$ cat src/rtl/sprite_pkg.sv
// Shared types and helpers for the sprite compositor and its per-sprite lanes.
package sprite_pkg;

  localparam int unsigned COL_W = 10;
  localparam int unsigned ROW_W = 9;

  typedef struct packed {
    logic [3:0] r;
    logic [3:0] g;
    logic [3:0] b;
  } rgb12_t;

  // Cycles from col/row to composited colour.
  function automatic int unsigned pipe_lat(input int unsigned rom_lat);
    return rom_lat + 2;
  endfunction

  function automatic logic sync_idle(input logic sync_act);
    return ~sync_act;
  endfunction

endpackage

$ cat src/rtl/sprite_lane.sv
// One sprite lane: bounding-box test, clipped ROM address and opacity flag
// aligned with the returning ROM word.
module sprite_lane
  import sprite_pkg::*;
#(
  parameter int unsigned SPR_W   = 128,
  parameter int unsigned SPR_H   = 128,
  parameter int unsigned AW      = 14,
  parameter int unsigned ROM_LAT = 1
) (
  input  logic             vga_clk,
  input  logic             arst_n,
  input  logic             en,
  input  logic [COL_W-1:0] col,
  input  logic [ROW_W-1:0] row,
  input  logic [COL_W-1:0] c,
  input  logic [ROW_W-1:0] r,
  input  logic [15:0]      rom_data,
  output logic [AW-1:0]    rom_addr,
  output logic             opaque
);

  localparam int unsigned      InBoxLen = ROM_LAT + 1;
  localparam logic [COL_W:0]   SprWCol  = SPR_W[COL_W:0];
  localparam logic [ROW_W:0]   SprHRow  = SPR_H[ROW_W:0];
  localparam logic [AW-1:0]    SprWAddr = SPR_W[AW-1:0];

  logic [COL_W:0]    col_end;
  logic [ROW_W:0]    row_end;
  logic              in_box_d;
  logic [COL_W-1:0]  dx;
  logic [ROW_W-1:0]  dy;
  logic [AW-1:0]     addr_d;
  logic [InBoxLen-1:0] in_box_q;

  // One extra bit on the far edge so a sprite hanging off screen clips instead of wrapping.
  assign col_end = {1'b0, c} + SprWCol;
  assign row_end = {1'b0, r} + SprHRow;

  assign in_box_d = en && (col >= c) && ({1'b0, col} < col_end) &&
                    (row >= r) && ({1'b0, row} < row_end);

  assign dx = col - c;
  assign dy = row - r;

  assign addr_d = in_box_d ? (AW'(dy) * SprWAddr + AW'(dx)) : '0;

  always_ff @(posedge vga_clk or negedge arst_n) begin
    if (!arst_n) begin
      rom_addr <= '0;
      in_box_q <= '0;
    end else begin
      rom_addr <= addr_d;
      in_box_q <= {in_box_q[InBoxLen-2:0], in_box_d};
    end
  end

  assign opaque = in_box_q[InBoxLen-1] && (|rom_data);

endmodule

$ cat src/rtl/sprite_compositor.sv
// N-sprite renderer: per-lane box test and ROM addressing, fixed-priority
// composite over background, aligned syncs and per-frame collision report.
module sprite_compositor
  import sprite_pkg::*;
#(
  parameter int unsigned NUM_SPRITES = 2,
  parameter int unsigned SPR_W       = 128,
  parameter int unsigned SPR_H       = 128,
  parameter int unsigned AW          = 14,
  parameter int unsigned ROM_LAT     = 1,
  parameter logic        SYNC_ACT    = 1'b0
) (
  input  logic                        vga_clk,
  input  logic                        arst_n,
  input  logic [COL_W-1:0]            col,
  input  logic [ROW_W-1:0]            row,
  input  logic                        disp_ena,
  input  logic                        h_sync,
  input  logic                        v_sync,
  input  logic [NUM_SPRITES-1:0]      spr_en,
  input  logic [NUM_SPRITES*COL_W-1:0] spr_c,
  input  logic [NUM_SPRITES*ROW_W-1:0] spr_r,
  input  logic [NUM_SPRITES*12-1:0]   spr_color,
  input  logic [11:0]                 bg_color,
  output logic [NUM_SPRITES*AW-1:0]   rom_addr,
  input  logic [NUM_SPRITES*16-1:0]   rom_data,
  output logic [3:0]                  red,
  output logic [3:0]                  green,
  output logic [3:0]                  blue,
  output logic                        hs_o,
  output logic                        vs_o,
  output logic                        de_o,
  output logic [NUM_SPRITES-1:0]      collision,
  output logic                        collision_valid
);

  localparam int unsigned DlyLen   = pipe_lat(ROM_LAT) - 1;
  localparam logic        SyncIdle = sync_idle(SYNC_ACT);

  logic [NUM_SPRITES-1:0] opaque;
  logic [DlyLen-1:0]      hs_q, vs_q, de_q;
  rgb12_t                 colour_d;
  logic [3:0]             n_opaque;
  logic                   hit;
  logic                   vs_start;
  logic [NUM_SPRITES-1:0] acc_d, acc_q;

  for (genvar i = 0; i < NUM_SPRITES; i++) begin : g_lane
    sprite_lane #(
      .SPR_W  (SPR_W),
      .SPR_H  (SPR_H),
      .AW     (AW),
      .ROM_LAT(ROM_LAT)
    ) u_lane (
      .vga_clk (vga_clk),
      .arst_n  (arst_n),
      .en      (spr_en[i]),
      .col     (col),
      .row     (row),
      .c       (spr_c[COL_W*i +: COL_W]),
      .r       (spr_r[ROW_W*i +: ROW_W]),
      .rom_data(rom_data[16*i +: 16]),
      .rom_addr(rom_addr[AW*i +: AW]),
      .opaque  (opaque[i])
    );
  end

  always_ff @(posedge vga_clk or negedge arst_n) begin
    if (!arst_n) begin
      hs_q <= {DlyLen{SyncIdle}};
      vs_q <= {DlyLen{SyncIdle}};
      de_q <= '0;
    end else begin
      hs_q <= {hs_q[DlyLen-2:0], h_sync};
      vs_q <= {vs_q[DlyLen-2:0], v_sync};
      de_q <= {de_q[DlyLen-2:0], disp_ena};
    end
  end

  // Walk from the highest index down so the lowest-index opaque sprite wins.
  always_comb begin
    colour_d = rgb12_t'(bg_color);
    for (int i = int'(NUM_SPRITES) - 1; i >= 0; i--) begin
      if (opaque[i]) colour_d = rgb12_t'(spr_color[12*i +: 12]);
    end
    if (!de_q[DlyLen-1]) colour_d = '0;
  end

  always_comb begin
    n_opaque = '0;
    for (int i = 0; i < NUM_SPRITES; i++) n_opaque = n_opaque + 4'(opaque[i]);
  end

  assign hit      = de_q[DlyLen-1] && (n_opaque >= 4'd2);
  assign acc_d    = hit ? (acc_q | opaque) : acc_q;
  // vs_o holds the previous composite-stage vs, so this is the edge into the active level.
  assign vs_start = (vs_q[DlyLen-1] == SYNC_ACT) && (vs_o != SYNC_ACT);

  always_ff @(posedge vga_clk or negedge arst_n) begin
    if (!arst_n) begin
      red             <= '0;
      green           <= '0;
      blue            <= '0;
      hs_o            <= SyncIdle;
      vs_o            <= SyncIdle;
      de_o            <= 1'b0;
      acc_q           <= '0;
      collision       <= '0;
      collision_valid <= 1'b0;
    end else begin
      red             <= colour_d.r;
      green           <= colour_d.g;
      blue            <= colour_d.b;
      hs_o            <= hs_q[DlyLen-1];
      vs_o            <= vs_q[DlyLen-1];
      de_o            <= de_q[DlyLen-1];
      collision_valid <= vs_start;
      if (vs_start) begin
        collision <= acc_d;
        acc_q     <= '0;
      end else begin
        acc_q <= acc_d;
      end
    end
  end

endmodule
$ cat config.mk
export PLATFORM = sky130hd
export DESIGN_NAME = sprite_compositor
export DESIGN_NICKNAME = d
export VERILOG_FILES = /design/src/rtl/sprite_pkg.sv /design/src/rtl/sprite_lane.sv /design/src/rtl/sprite_compositor.sv
export SDC_FILE = /design/constraint.sdc
export NUM_CORES = 1
export LEC_CHECK = 0
export ABC_CLOCK_PERIOD_IN_PS = 1550
export CAP_MARGIN = 20
export CORE_MARGIN = 2
export CORE_UTILIZATION = 40
export CTS_CLUSTER_DIAMETER = 30
export CTS_CLUSTER_SIZE = 40
export DETAILED_ROUTE_END_ITERATION = 8
export GPL_TIMING_DRIVEN = 1
export PLACE_DENSITY = 0.78
export SLEW_MARGIN = 30
export SYNTH_ARGS = -nofsm -noshare
export SYNTH_HDL_FRONTEND = slang
export SYNTH_SLANG_ARGS = --single-unit
$ cat constraint.sdc
create_clock -name vga_clk -period 1.55 [get_ports vga_clk]
set_input_delay 0.155 -clock vga_clk [delete_from_list [all_inputs] [get_ports vga_clk]]
set_output_delay 0.155 -clock vga_clk [all_outputs]
set_load 0.005 [all_outputs]
# After elaboration in Yosys (flattened, before gate mapping)
# Cells that the tools add are included.
dict set report totals {
  in_bits 132
  wordCells 59
  output_inout_bits 46
  reg_bits 58
}
dict set report classes {
  bitwise 2
  muxes 7
  add_sub_neg 11
  reduce_logical 14
  n_lt_le_gt_ge 9
}
# cell count
set op_table {}
lappend op_table {{$mux W12} 3}
lappend op_table {{$reduce_or A16 Y1} 2}
lappend op_table {{$add A14 B10 Y14} 2}
lappend op_table {{$mux W14} 2}
lappend op_table {{$add A10 B8 Y11 const B} 2}
lappend op_table {{$lt A10 B11 Y1} 2}
lappend op_table {{$add A9 B8 Y10 const B} 2}
lappend op_table {{$ge A10 B10 Y1} 2}
lappend op_table {{$lt A9 B10 Y1} 2}
lappend op_table {{$sub A10 B10 Y10} 2}
lappend op_table {{$ge A9 B9 Y1} 2}
lappend op_table {{$sub A7 B7 Y7} 2}
lappend op_table {{$logic_and A1 B1 Y1} 12}
lappend op_table {{$mux W2} 2}
lappend op_table {{$add A1 B1 Y2} 1}
lappend op_table {{$ge A2 B2 Y1 const B} 1}
lappend op_table {{$or A2 B2 Y2} 1}
lappend op_table {{$not A1 Y1} 1}

# Depth between registers and ports, before layout
dict set report logic_depth {
  ltp_word 7
  depth_mapped 14
  ltp_nobuf 14
}

# By module
# From an unflattened synthesis, not the netlist that was laid out.
dict set report hier_totals {
  hier_cells 467
  area_unflattened_um2 4565.6
}
# mod n_inst seq_area_each_um2 cells_per_inst area_per_inst_um2
set modules_own_cells {}
lappend modules_own_cells {{sprite_lane (g_lane[0].u_lane)} 1 400.4 198 1730.4}
lappend modules_own_cells {{sprite_lane (g_lane[1].u_lane)} 1 400.4 193 1729.2}
lappend modules_own_cells {sprite_compositor 1 658.1 76 1106.1}

# Worst setup path before layout
# No wires, ideal clock.
dict set report synth_timing {
  path_type {input-to-reg}
  start {input spr_c[1]}
  end {register g_lane[0].u_lane.rom_addr[13]}
  n_path_buf 0
  setup_ps 77
  arrival_time_ps 2697
  t_required_ps 1473
  setup_slack_ps -1225
  stages 13
  cell_sequence {inv_1 -> ha_1 -> nor2b_1 -> o31a_1 -> o21ai_0 -> a21oi_1 -> or4_1 -> nand4_1 -> ha_1 -> a21o_1 -> nand2_1 -> or4_1 -> a21oi_1}
}
dict set report synth_via {
  elab_chain_len 6
  elab_cells_between_ends 10
  classes_between {add/sub: 3; order compare: 2; mux: 1; reduce/logical: 4}
}
# item line
set synth_rtl {}
lappend synth_rtl {{start: declaration} sprite_compositor.sv:21} ;# input logic [NUM_SPRITES*COL_W-1:0] spr_c,
lappend synth_rtl {{$add A10 B8 Y11 or $ge A10 B10 Y1 (tied branches)} {sprite_lane.sv:37, sprite_lane.sv:40}}
lappend synth_rtl {{$lt A10 B11 Y1 or $logic_and A1 B1 Y1 (tied branches)} sprite_lane.sv:40} ;# assign in_box_d = en && (col >= c) && ({1'b0, col} < col_end) &&
lappend synth_rtl {{$logic_and A1 B1 Y1 (2 in a row)} sprite_lane.sv:40}
lappend synth_rtl {{$logic_and A1 B1 Y1} sprite_lane.sv:41} ;# (row >= r) && ({1'b0, row} < row_end);
lappend synth_rtl {{$mux W14 *} sprite_lane.sv:46} ;# assign addr_d = in_box_d ? (AW'(dy) * SprWAddr + AW'(dx)) : '0;
lappend synth_rtl {{net g_lane[0].u_lane.addr_d[13]} sprite_lane.sv:33} ;# logic [AW-1:0] addr_d;
lappend synth_rtl {{end signal: assignment} sprite_lane.sv:53} ;# rom_addr <= addr_d;
lappend synth_rtl {{end: declaration} sprite_lane.sv:19} ;# output logic [AW-1:0] rom_addr,
# Mark *: on every way through the listed nets, which the timed path passes. The rest lies on a longest branch.
# A chain may end at the register's enable or synchronous reset.

# Worst setup path after layout
# Same ends and word-level chain as after synthesis.

==> impl_metrics.ini <==
[power]
internal_power_uw = 4441
power_frac_comb = 0.497
swShare = 0.3262
p_sw_uw = 2150
p_per_area_mw_per_mm2 = 759.2
power.share.clock = 0.262
seqPwrFrac = 0.241
ir_drop_uv = 468.2
p_leak_uw = 0.004026

[timing]
final-hold-violation-count = 0
fmax_ghz = 0.3894
period_share = 1.657
clock-skew-final_ps = 11.82
setup_viol = 30
worstMarginPinSlew_ps = 447.2
slew_violations = 0
fin_crit_ps = 2568
postLayoutSetupSlackWorst_ps = -1018
rsz0062_at_grt = true
relSlewSlack = 0.6997

[logic_synthesis]
ys_ff_latch = 58
synth-xor-area-share = 0.06252
ys_seq_area_frac = 0.3359
muxShareOfSynthArea = 0.02996
synthSimpleGateAreaFrac = 0.1576
async_flop_share = 1.000
synth_cells = 463
synth_top_family_by_area = adder cells
syn-num-nets = 659
synth-compound-area-share = 0.1541
synth_edf_count = 0
synth_fa_ha_area_frac = 0.1948
synth-main-ff-cell = dfrtp_1
syn_area_mm2 = 0.004343
yosys_warnings = 0
synth.avg_cell_area_um2 = 9.380
ys_types = 50

[critical_path]
end_kind = flop
reg2reg_to = red[3]$_DFF_PN0_
crit_fanout = 2
cp_data_arrival_time_ps = 2830
cp.required_ps = 1810
crit_end = g_lane[0].u_lane.rom_addr[13]$_DFF_PN0_
start_kind = input port
worstRegToRegCells = 6
critical_path_class = input port to flop
reg2reg_setup_slack_ps = 200
startpoint = spr_c[1]
timing.rr.start = g_lane[1].u_lane.in_box_q[1]$_DFF_PN0_

[run_status]
violations = negative setup slack
status = complete, but fails checks

[global_routing]
antenna_found_initial = 0
grt_usage = 0.2853
grt_overflow = 0
grt_pass1_vias = 5243
grt_pass1_wl_um = 25360
grt_max_degree = 59

[cells_and_area]
layout_commonest_cell = clkdlybuf4s50_1
areaGrowthSynthToFinish_pct = 99.91
antennaDiodeCount = 0
fin_nets = 985
fin_util = 0.8116
final_cell_mix = clkdlybuf4s50_1, buf_4, dfrtp_1
layout-drive-gt1-share = 0.4572

[route]
drtPass1Iterations = 4
ant_nets = 0
drcViolationCount = 0
wirelength_um = 17990
via_per_inst = 5.325
drtIter0Drc = 232
wl_per_cell_um = 19.26
num_vias = 4974

[place]
gp_congestion = 0.8934
place_ws_ps = -1670
io_buffers = 177
dp_hpwl_um = 12240

[flow_run]
cap_violations = 0

[clock_network]
cts_tree = built
cts_buffers = 9
cts_root_buf = clkbuf_8
htreeDepth = 3
clk-insertion-delay-late_ps = 340
clk_pin_slew_ps = 70
clkSinkCount = 58
clockBufferDepth = 2

[hold_path]
holdCritPathClass = input port to flop

[floorplan]
fp.dieH_um = 108.2
core_area_mm2 = 0.01070
std_cell_rows = 38
die_x_um = 108.2
start_util = 0.4060
die_area_mm2 = 0.01171
io-pin-count = 178
[sequential cells by signal, indices dropped and copies added, names as in the netlist, 2 cells and up]
| signal | count |
|---|---|
| g_lane.u_lane.rom_addr | 28 |
| blue | 4 |
| g_lane.u_lane.in_box_q | 4 |
| green | 4 |
| red | 4 |
| acc_q | 2 |
| collision | 2 |
| de_q | 2 |
| hs_q | 2 |
| vs_q | 2 |
[power by group through the flow]
stage	sequential [uW]	combinational [uW]	clock [uW]
after CTS	1590	2890	1760
final	1590	3280	1730
after floorplan	1620	1160	0
after global routing	1590	3460	1840
after detailed placement	1620	2370	0
after global placement	1610	2280	0
[cells by family after synthesis]
group / after synthesis
AOI/OAI and AO/OA: 96
xor gates and xnor gates: 31
adders and majority gates: 64
buffers and inverters: 69
DFF: 58
muxes: 13
and+or+nand+nor: 132
[worst min path at each step]
| stage | start | end | slack [ps] | cells after the start |
|---|---|---|---|---|
| global placement | arst_n | red[2]$_DFF_PN0_ | 180 | 2 |
| floorplan | arst_n | acc_q[0]$_DFF_PN0_ | -140 | 0 |
| finish | h_sync | hs_q[0]$_DFF_PN1_ | 230 | 1 |
| detailed placement | arst_n | red[2]$_DFF_PN0_ | 190 | 2 |
| global route | h_sync | hs_q[0]$_DFF_PN1_ | 210 | 1 |
| CTS | v_sync | vs_q[0]$_DFF_PN1_ | 240 | 1 |
[critical path: stages]
cell,delay (ps)
buf_6,100
inv_4,50
ha_4,190
nor2b_4,130
o31a_1,260
o21ai_2,170
a21oi_2,80
or4_1,560
nand4_1,160
ha_4,160
a21o_1,120
nand2_2,70
or4_4,490
a21oi_2,150
[metrics by stage]
step | area (um^2) | std cells | total power [uW] | hold slack (ps) | TNS (ps)
after CTS | 8406 | 924 | 6240 | 241.2 | -17410
final | 8682 | 934 | 6591 | 234.8 | -18770
after global routing | 8682 | 934 | 6893 | 211.4 | -20070
after detailed placement | 7438 | 889 | 3984 | 185.7 | -45760
after floorplan | 4642 | 463 | 2784 | -140.6 | -17710
after global placement | 7438 | 889 | 3896 | 178.6 | -43620
[cells in the mapped netlist (4+ instances only)]
master | n | area [um^2]
nor2_2 | 4 | 25.02
nand2_1 | 31 | 116.4
o211a_1 | 12 | 120.1
nor3_1 | 7 | 35.03
o21a_1 | 5 | 37.54
o21ai_0 | 14 | 70.07
nor2_1 | 36 | 135.1
clkbuf_1 | 5 | 18.77
a21o_1 | 9 | 67.56
dfstp_2 | 6 | 157.7
ha_1 | 58 | 725.7
dfrtp_1 | 52 | 1301
nand4_1 | 9 | 56.30
fa_1 | 6 | 120.1
a21oi_1 | 27 | 135.1
xor2_1 | 13 | 113.9
inv_1 | 62 | 232.7
nor2b_1 | 7 | 43.79
nand3_1 | 5 | 25.02
nor4_1 | 11 | 68.82
xnor2_1 | 18 | 157.7
mux2i_1 | 13 | 130.1
or4_1 | 5 | 37.54
nor2_4 | 5 | 56.30
[area by class of cell]
class	count	area (um^2)
multi-input combinational	336	3622
timing repair buffer	322	2900
clock buffer	9	123.9
clock inverter	7	125.1
fill	605	2016
inverter	62	276.5
sequential	58	1459
tap	140	175.2
[what timing repair did]
item / 4_1_cts / 5_1_grt
pin swaps: 77 / 79
gates resized for setup: 224 / 84
hold buffers: 1 / 0
setup endpoints to repair: 30 / 41
hold endpoints to repair: 52 / 0
setup buffers: 24 / 16
[metal layers]
| metal | track usage | routed length (um) |
|---|---|---|
| met1 | 0.2711 | 6006 |
| met2 | 0.5795 | 10000 |
| met4 | 0.1236 | 748 |
| met3 | 0.05787 | 1236 |
| met5 | 0 | 0 |
(Power assumes the default switching activity.)
==> RTL change 1: new RTL, config.mk and constraints unchanged <==
Add an input register stage for `spr_r`, without a reset; this delays it by one clock. The other inputs are not delayed to match.
--- a/src/rtl/sprite_compositor.sv
+++ b/src/rtl/sprite_compositor.sv
@@ -39,2 +39,8 @@
 
+  logic [NUM_SPRITES*ROW_W-1:0] spr_r_q;
+
+  always_ff @(posedge vga_clk) begin
+    spr_r_q <= spr_r;
+  end
+
   logic [NUM_SPRITES-1:0] opaque;
@@ -60,3 +66,3 @@
       .c       (spr_c[COL_W*i +: COL_W]),
-      .r       (spr_r[ROW_W*i +: ROW_W]),
+      .r       (spr_r_q[ROW_W*i +: ROW_W]),
       .rom_data(rom_data[16*i +: 16]),
Formal check against the unedited RTL: not equivalent (a bounded check fails within 4 cycles, from zero or initial values and one cycle with arst_n low).
==> RTL change 1 against the original RTL <==
- the run still ends with setup timing left
- core utilization decreased by 4.4 points
- total power up 6.2%
- critical endpoint is now g_lane[1].u_lane.rom_addr[3]$_DFF_PN0_
- highest routed layer is now met5
- sequential cell count is 18 higher
- non-clock buffer count down 7
- cell area increased by 0.89%
- maximum frequency rose by 3.5%
- worst setup slack better by 0.087 ns
- synthesized area up 7.5%
- largest power group unchanged
- clock power is 20% higher
- wire length shrank 3.2%
- worst hold slack got worse by 0.11 ns
- sequential power grew 31%
==> RTL change 1: results (changes against the original RTL) <==
.. list-table::
   :header-rows: 1

   * - Metric
     - Value
   * - FF-to-FF End
     - g_lane[1].u_lane.rom_addr[3]$_DFF_PN0_
   * - Antenna violations before repair
     - 1 (+1)
   * - Clock Skew
     - 0.00904 ns (-0.00278 ns)
   * - Cell count of the worst reg-to-reg path
     - 10 (+4)
   * - Quantity of gates resized following cts
     - 160 (-29%)
   * - Share of async-settable or async-resettable flops after synthesis
     - 76.3% (-24 points)
   * - Post-synthesis share of cell area spent on full adders, half adders and majority gates
     - 18.1% (-1.4 points)
   * - Worst VDD drop
     - 0.577 mV (+23%)
   * - Final-report setup violation count
     - 30 (unchanged)
   * - Ratio of cells with drive above 1 in the final layout
     - 37.9% (-7.8 points)
   * - Total setup buffers inserted after CTS
     - 23 (-4.2%)
   * - Portion of netlist area occupied by mux cells
     - 2.57% (-0.42 points)
   * - Hold Path Depth
     - 3 (+2)
   * - Register-to-register setup slack
     - -0.93 ns (-1.13 ns)
   * - Final-layout worst hold slack
     - 0.128 ns (-0.107 ns)
   * - Final critical-path setup slack
     - -0.931 ns (+0.0868 ns)
   * - Dpl hpwl
     - 11800 um (-3.4%)
   * - Main area contributors after synthesis
     - sky130_fd_sc_hd__dfrtp_1 (28%), sky130_fd_sc_hd__ha_1 (16%), sky130_fd_sc_hd__dfxtp_1 (7.7%)
   * - Max Fanout on Critical Path
     - 8 (+6)
   * - Origin of the worst min-delay path
     - spr_c[0]
   * - Pwr dens
     - 799 mW/mm^2 (+5.3%)
   * - Clk. pwr
     - 2.07 mW (+20%)
   * - Run status
     - finished with violations
   * - Total number of nets in the final design
     - 1001 (+1.6%)
   * - Overall routing resource usage
     - 27.1% (-1.4 points)
   * - Worst-case setup slack after placement
     - -1.69 ns (-0.0207 ns)
   * - Internal power summed over all cells
     - 4.82 mW (+8.5%)
   * - Count of unique library cells instantiated by Yosys
     - 55 (+10%)
   * - Cell Area, Placed
     - 0.00759 mm^2 (+2.0%)
   * - Syn Nets
     - 681 (+3.3%)
   * - Final weighted congestion in routability-driven placement
     - 0.927 (+3.8%)
   * - Cell count after placement
     - 910 (+2.4%)
   * - Slew at the pin closest to its max-slew limit
     - 0.796 ns (+0.349 ns)
   * - Clock tree root driver cell
     - sky130_fd_sc_hd__clkbuf_16
   * - Synth top cells by count
     - sky130_fd_sc_hd__inv_1 (65), sky130_fd_sc_hd__ha_1 (58), sky130_fd_sc_hd__dfrtp_1 (52)
   * - Total leakage power
     - 4.08 nW (+1.3%)
   * - Violated checks
     - setup timing
## RTL change 1: changes by cell type in the layout (fill, tap and decap cells not counted), sizes merged, moves of 5 or more
cell	before	now
clkdlybuf4s50	124	147
dfxtp	0	18
clkbuf	19	13
o21ai	14	20
xor2	13	8
buf	162	143
## RTL change 1: final cells by class
type / instances / share of cell area, %
Inverter: 65 / 2.96
Clock buffer: 11 / 2.89
Multi-Input combinational cell: 338 / 38.0
Clock inverter: 5 / 0.400
Sequential cell: 76 / 20.8
Timing Repair Buffer: 315 / 32.9
Tap cell: 143 / 2.04
## RTL change 1: tightest hold or removal path, stage by stage
cell,delay [ns]
sky130_fd_sc_hd__buf_2,0.10
sky130_fd_sc_hd__ha_4,0.14
sky130_fd_sc_hd__nor2_4,0.03
## RTL change 1: per-layer routing
layer	GRT usage [%]	wire, um	vias to the layer above
met2	53.0	9260	246
met3	6.26	1220	65
met5	0	13	-
li1	-	-	2340
met4	11.5	754	2
met1	27.4	6170	2413
==> RTL change 2: new RTL, same settings <==
Made on the original files. The parameter `SYNC_ACT` goes from 1'b0 to 1'b1.
--- a/src/rtl/sprite_compositor.sv
+++ b/src/rtl/sprite_compositor.sv
@@ -10,3 +10,3 @@
   parameter int unsigned ROM_LAT     = 1,
-  parameter logic        SYNC_ACT    = 1'b0
+  parameter logic        SYNC_ACT    = 1'b1
 ) (
Formal check against the unedited RTL: not equivalent (Yosys sat finds a counterexample within 4 cycles, from zero or initial values and one cycle with arst_n low).
==> RTL change 2 against the original RTL <==
- the flow still finishes with violations (setup timing)
- wire length is 1.3% lower
- synthesized area is 1.5% lower
- total power shrank 5.8%
- sequential cell count stayed put
- worst setup slack worse by 0.055 ns
- clock skew is 0.0066 ns lower
- via count about the same
- combinational power is 11% lower
- cell area is 1.1% lower
- first-iteration DRC count grew 2.6%
- largest cell class unchanged
- highest routed layer is now met5
==> RTL change 2: results (changes against the original RTL) <==
.. list-table::
   :header-rows: 1

   * - Metric
     - Value
   * - Final critical-path setup slack
     - -1.07 ns (-0.0551 ns)
   * - Number of buffers created by CTS
     - 9 (unchanged)
   * - Number of global-route vias before repair
     - 5178 (-1.2%)
   * - Kind of cell adding the most delay to the critical path
     - compound AO/OA/AOI/OAI gates
   * - Final-report setup violation count
     - 34 (+13%)
   * - Slowest stage delay, CP
     - 0.43 ns (-0.13 ns)
   * - Ratio of cells with drive above 1 in the final layout
     - 39.9% (-5.9 points)
   * - Sequential fraction of the synthesis area
     - 33.9% (+0.34 points)
   * - Worst-case headroom to the max-slew limit
     - 70.5% (+0.51 points)
   * - Syn Nets
     - 663 (+0.61%)
   * - Slowest cell on the critical path
     - sky130_fd_sc_hd__fa_2
   * - Number of DRC markers in iteration 0
     - 238 (+2.6%)
   * - Vias/cell
     - 5.26 (-1.1%)
   * - Register-to-register setup slack
     - 0.07 ns (-0.13 ns)
   * - Count of unique library cells instantiated by Yosys
     - 46 (-8.0%)
   * - Overall routing resource usage
     - 26.9% (-1.6 points)
   * - Worst-case setup slack after placement
     - -1.94 ns (-0.272 ns)
   * - Worst EP arrival
     - 2.89 ns (+0.06 ns)
   * - Insertion delay of the later-clocked pin in the worst-skew pair
     - 0.34 ns (about the same)
   * - Synth top cells by count
     - sky130_fd_sc_hd__inv_1 (63), sky130_fd_sc_hd__dfrtp_1 (58), sky130_fd_sc_hd__ha_1 (58)
   * - Wire length of the first global-routing pass
     - 24300 um (-4.1%)
   * - Run status
     - finished with violations
   * - First drt pass iteration count
     - 6 (+2)
   * - Synthesized area divided by synthesized cell count
     - 9.16 um^2 (-2.3%)
   * - Main area contributors after synthesis
     - sky130_fd_sc_hd__dfrtp_1 (34%), sky130_fd_sc_hd__ha_1 (17%), sky130_fd_sc_hd__inv_1 (5.5%)
   * - Worst VDD drop
     - 0.427 mV (-8.9%)
   * - Post-layout instance count excluding filler cells
     - 945 (+1.2%)
   * - Maximum number of pins on one net before global-route repair
     - 33 (-44%)
   * - Violated checks
     - setup timing
   * - H-tree depth reported by CTS
     - 3 (unchanged)
   * - Dpl hpwl
     - 11700 um (-4.7%)
   * - Total length of routed wires
     - 17800 um (-1.3%)
   * - Total leakage power
     - 4.06 nW (+0.79%)
   * - Total number of nets in the final design
     - 999 (+1.4%)
   * - Clock Skew
     - 0.00517 ns (-0.00665 ns)
   * - Antenna violations before repair
     - 2 (+2)
[RTL change 2: cell count changes after synthesis, moves of 4 or more]
cell	before	now
sky130_fd_sc_hd__nor2_2	4	0
sky130_fd_sc_hd__dfrtp_1	52	58
sky130_fd_sc_hd__dfstp_2	6	0
sky130_fd_sc_hd__nand4_1	9	3
sky130_fd_sc_hd__nor2_1	36	44
sky130_fd_sc_hd__nor2_4	5	0
[RTL change 2: power by group]
part | switching, mW | internal, mW
logic | 1.28 | 1.66
registers | 0.0171 | 1.57
clock network | 0.629 | 1.06
total | 1.92 | 4.29
[RTL change 2: path summary, 6_finish.rpt]
path / start / end / cells past startpoint
setup reg to reg: g_lane[1].u_lane.in_box_q[1]$_DFF_PN0_ / blue[3]$_DFF_PN0_ / 6
hold / removal: spr_c[0] / g_lane[0].u_lane.rom_addr[0]$_DFF_PN0_ / 4
hold reg to reg: hs_q[0]$_DFF_PN0_ / hs_q[1]$_DFF_PN0_ / 0
max in group asynchronous: arst_n / blue[2]$_DFF_PN0_ / 3
min in group asynchronous: arst_n / vs_o$_DFF_PN0_ / 2
setup / recovery: col[0] / g_lane[0].u_lane.rom_addr[13]$_DFF_PN0_ / 16
[RTL change 2: kinds of logic after synthesis]
family / share of synthesized area, %
buf+inv: 6.46
mux: 2.81
xor+xnor: 6.14
compound gates: 16.5
fa+ha+maj: 19.8
simple gates: 14.4
flops: 33.9
[RTL change 2: per-stage QoR]
| stage | instance area [um^2] | setup TNS, ns | hold WS, ns |
|---|---|---|---|
| 6_report | 8580 | -24.76 | 0.234 |
| 4_1_cts | 8110 | -24.05 | 0.203 |
| 3_5_place_dp | 7270 | -51.81 | 0.124 |
| 5_1_grt | 8580 | -27.24 | 0.239 |
| 2_1_floorplan | 4460 | -23.72 | -0.141 |
| 3_3_place_gp | 7270 | -50.08 | 0.123 |
[RTL change 2: cell type report]
cell class / instances / area, um^2
antenna: 1 / 2.50
inverter: 63 / 267
clock inverter: 7 / 118
timing repair buffer: 333 / 3070
sequential: 58 / 1450
clock buffer: 9 / 124
multi-input combinational: 338 / 3380
tap: 136 / 170
fill: 543 / 1790
[RTL change 2: worst min-delay path, cell delays in order]
cell and delay, ns:
sky130_fd_sc_hd__buf_2 0.11, sky130_fd_sc_hd__ha_4 0.14, sky130_fd_sc_hd__buf_4 0.11, sky130_fd_sc_hd__nor2_4 0.03
[RTL change 2: repair_timing]
action	4_1_cts	5_1_grt
setup endpoints to repair	30	39
setup buffers	31	9
pin swaps	62	59
endpoints found under the hold margin	17	0
gates cloned	2	1
hold buffers	1	0
resized for setup	175	93
[RTL change 2: routing by layer]
metal	global-route usage, %	vias to the layer above	routed length (um)
met5	0	-	20
met4	11.5	2	755
met3	6.48	62	1360
met2	52.4	237	9410
met1	26.9	2377	6210
li1	-	2297	-
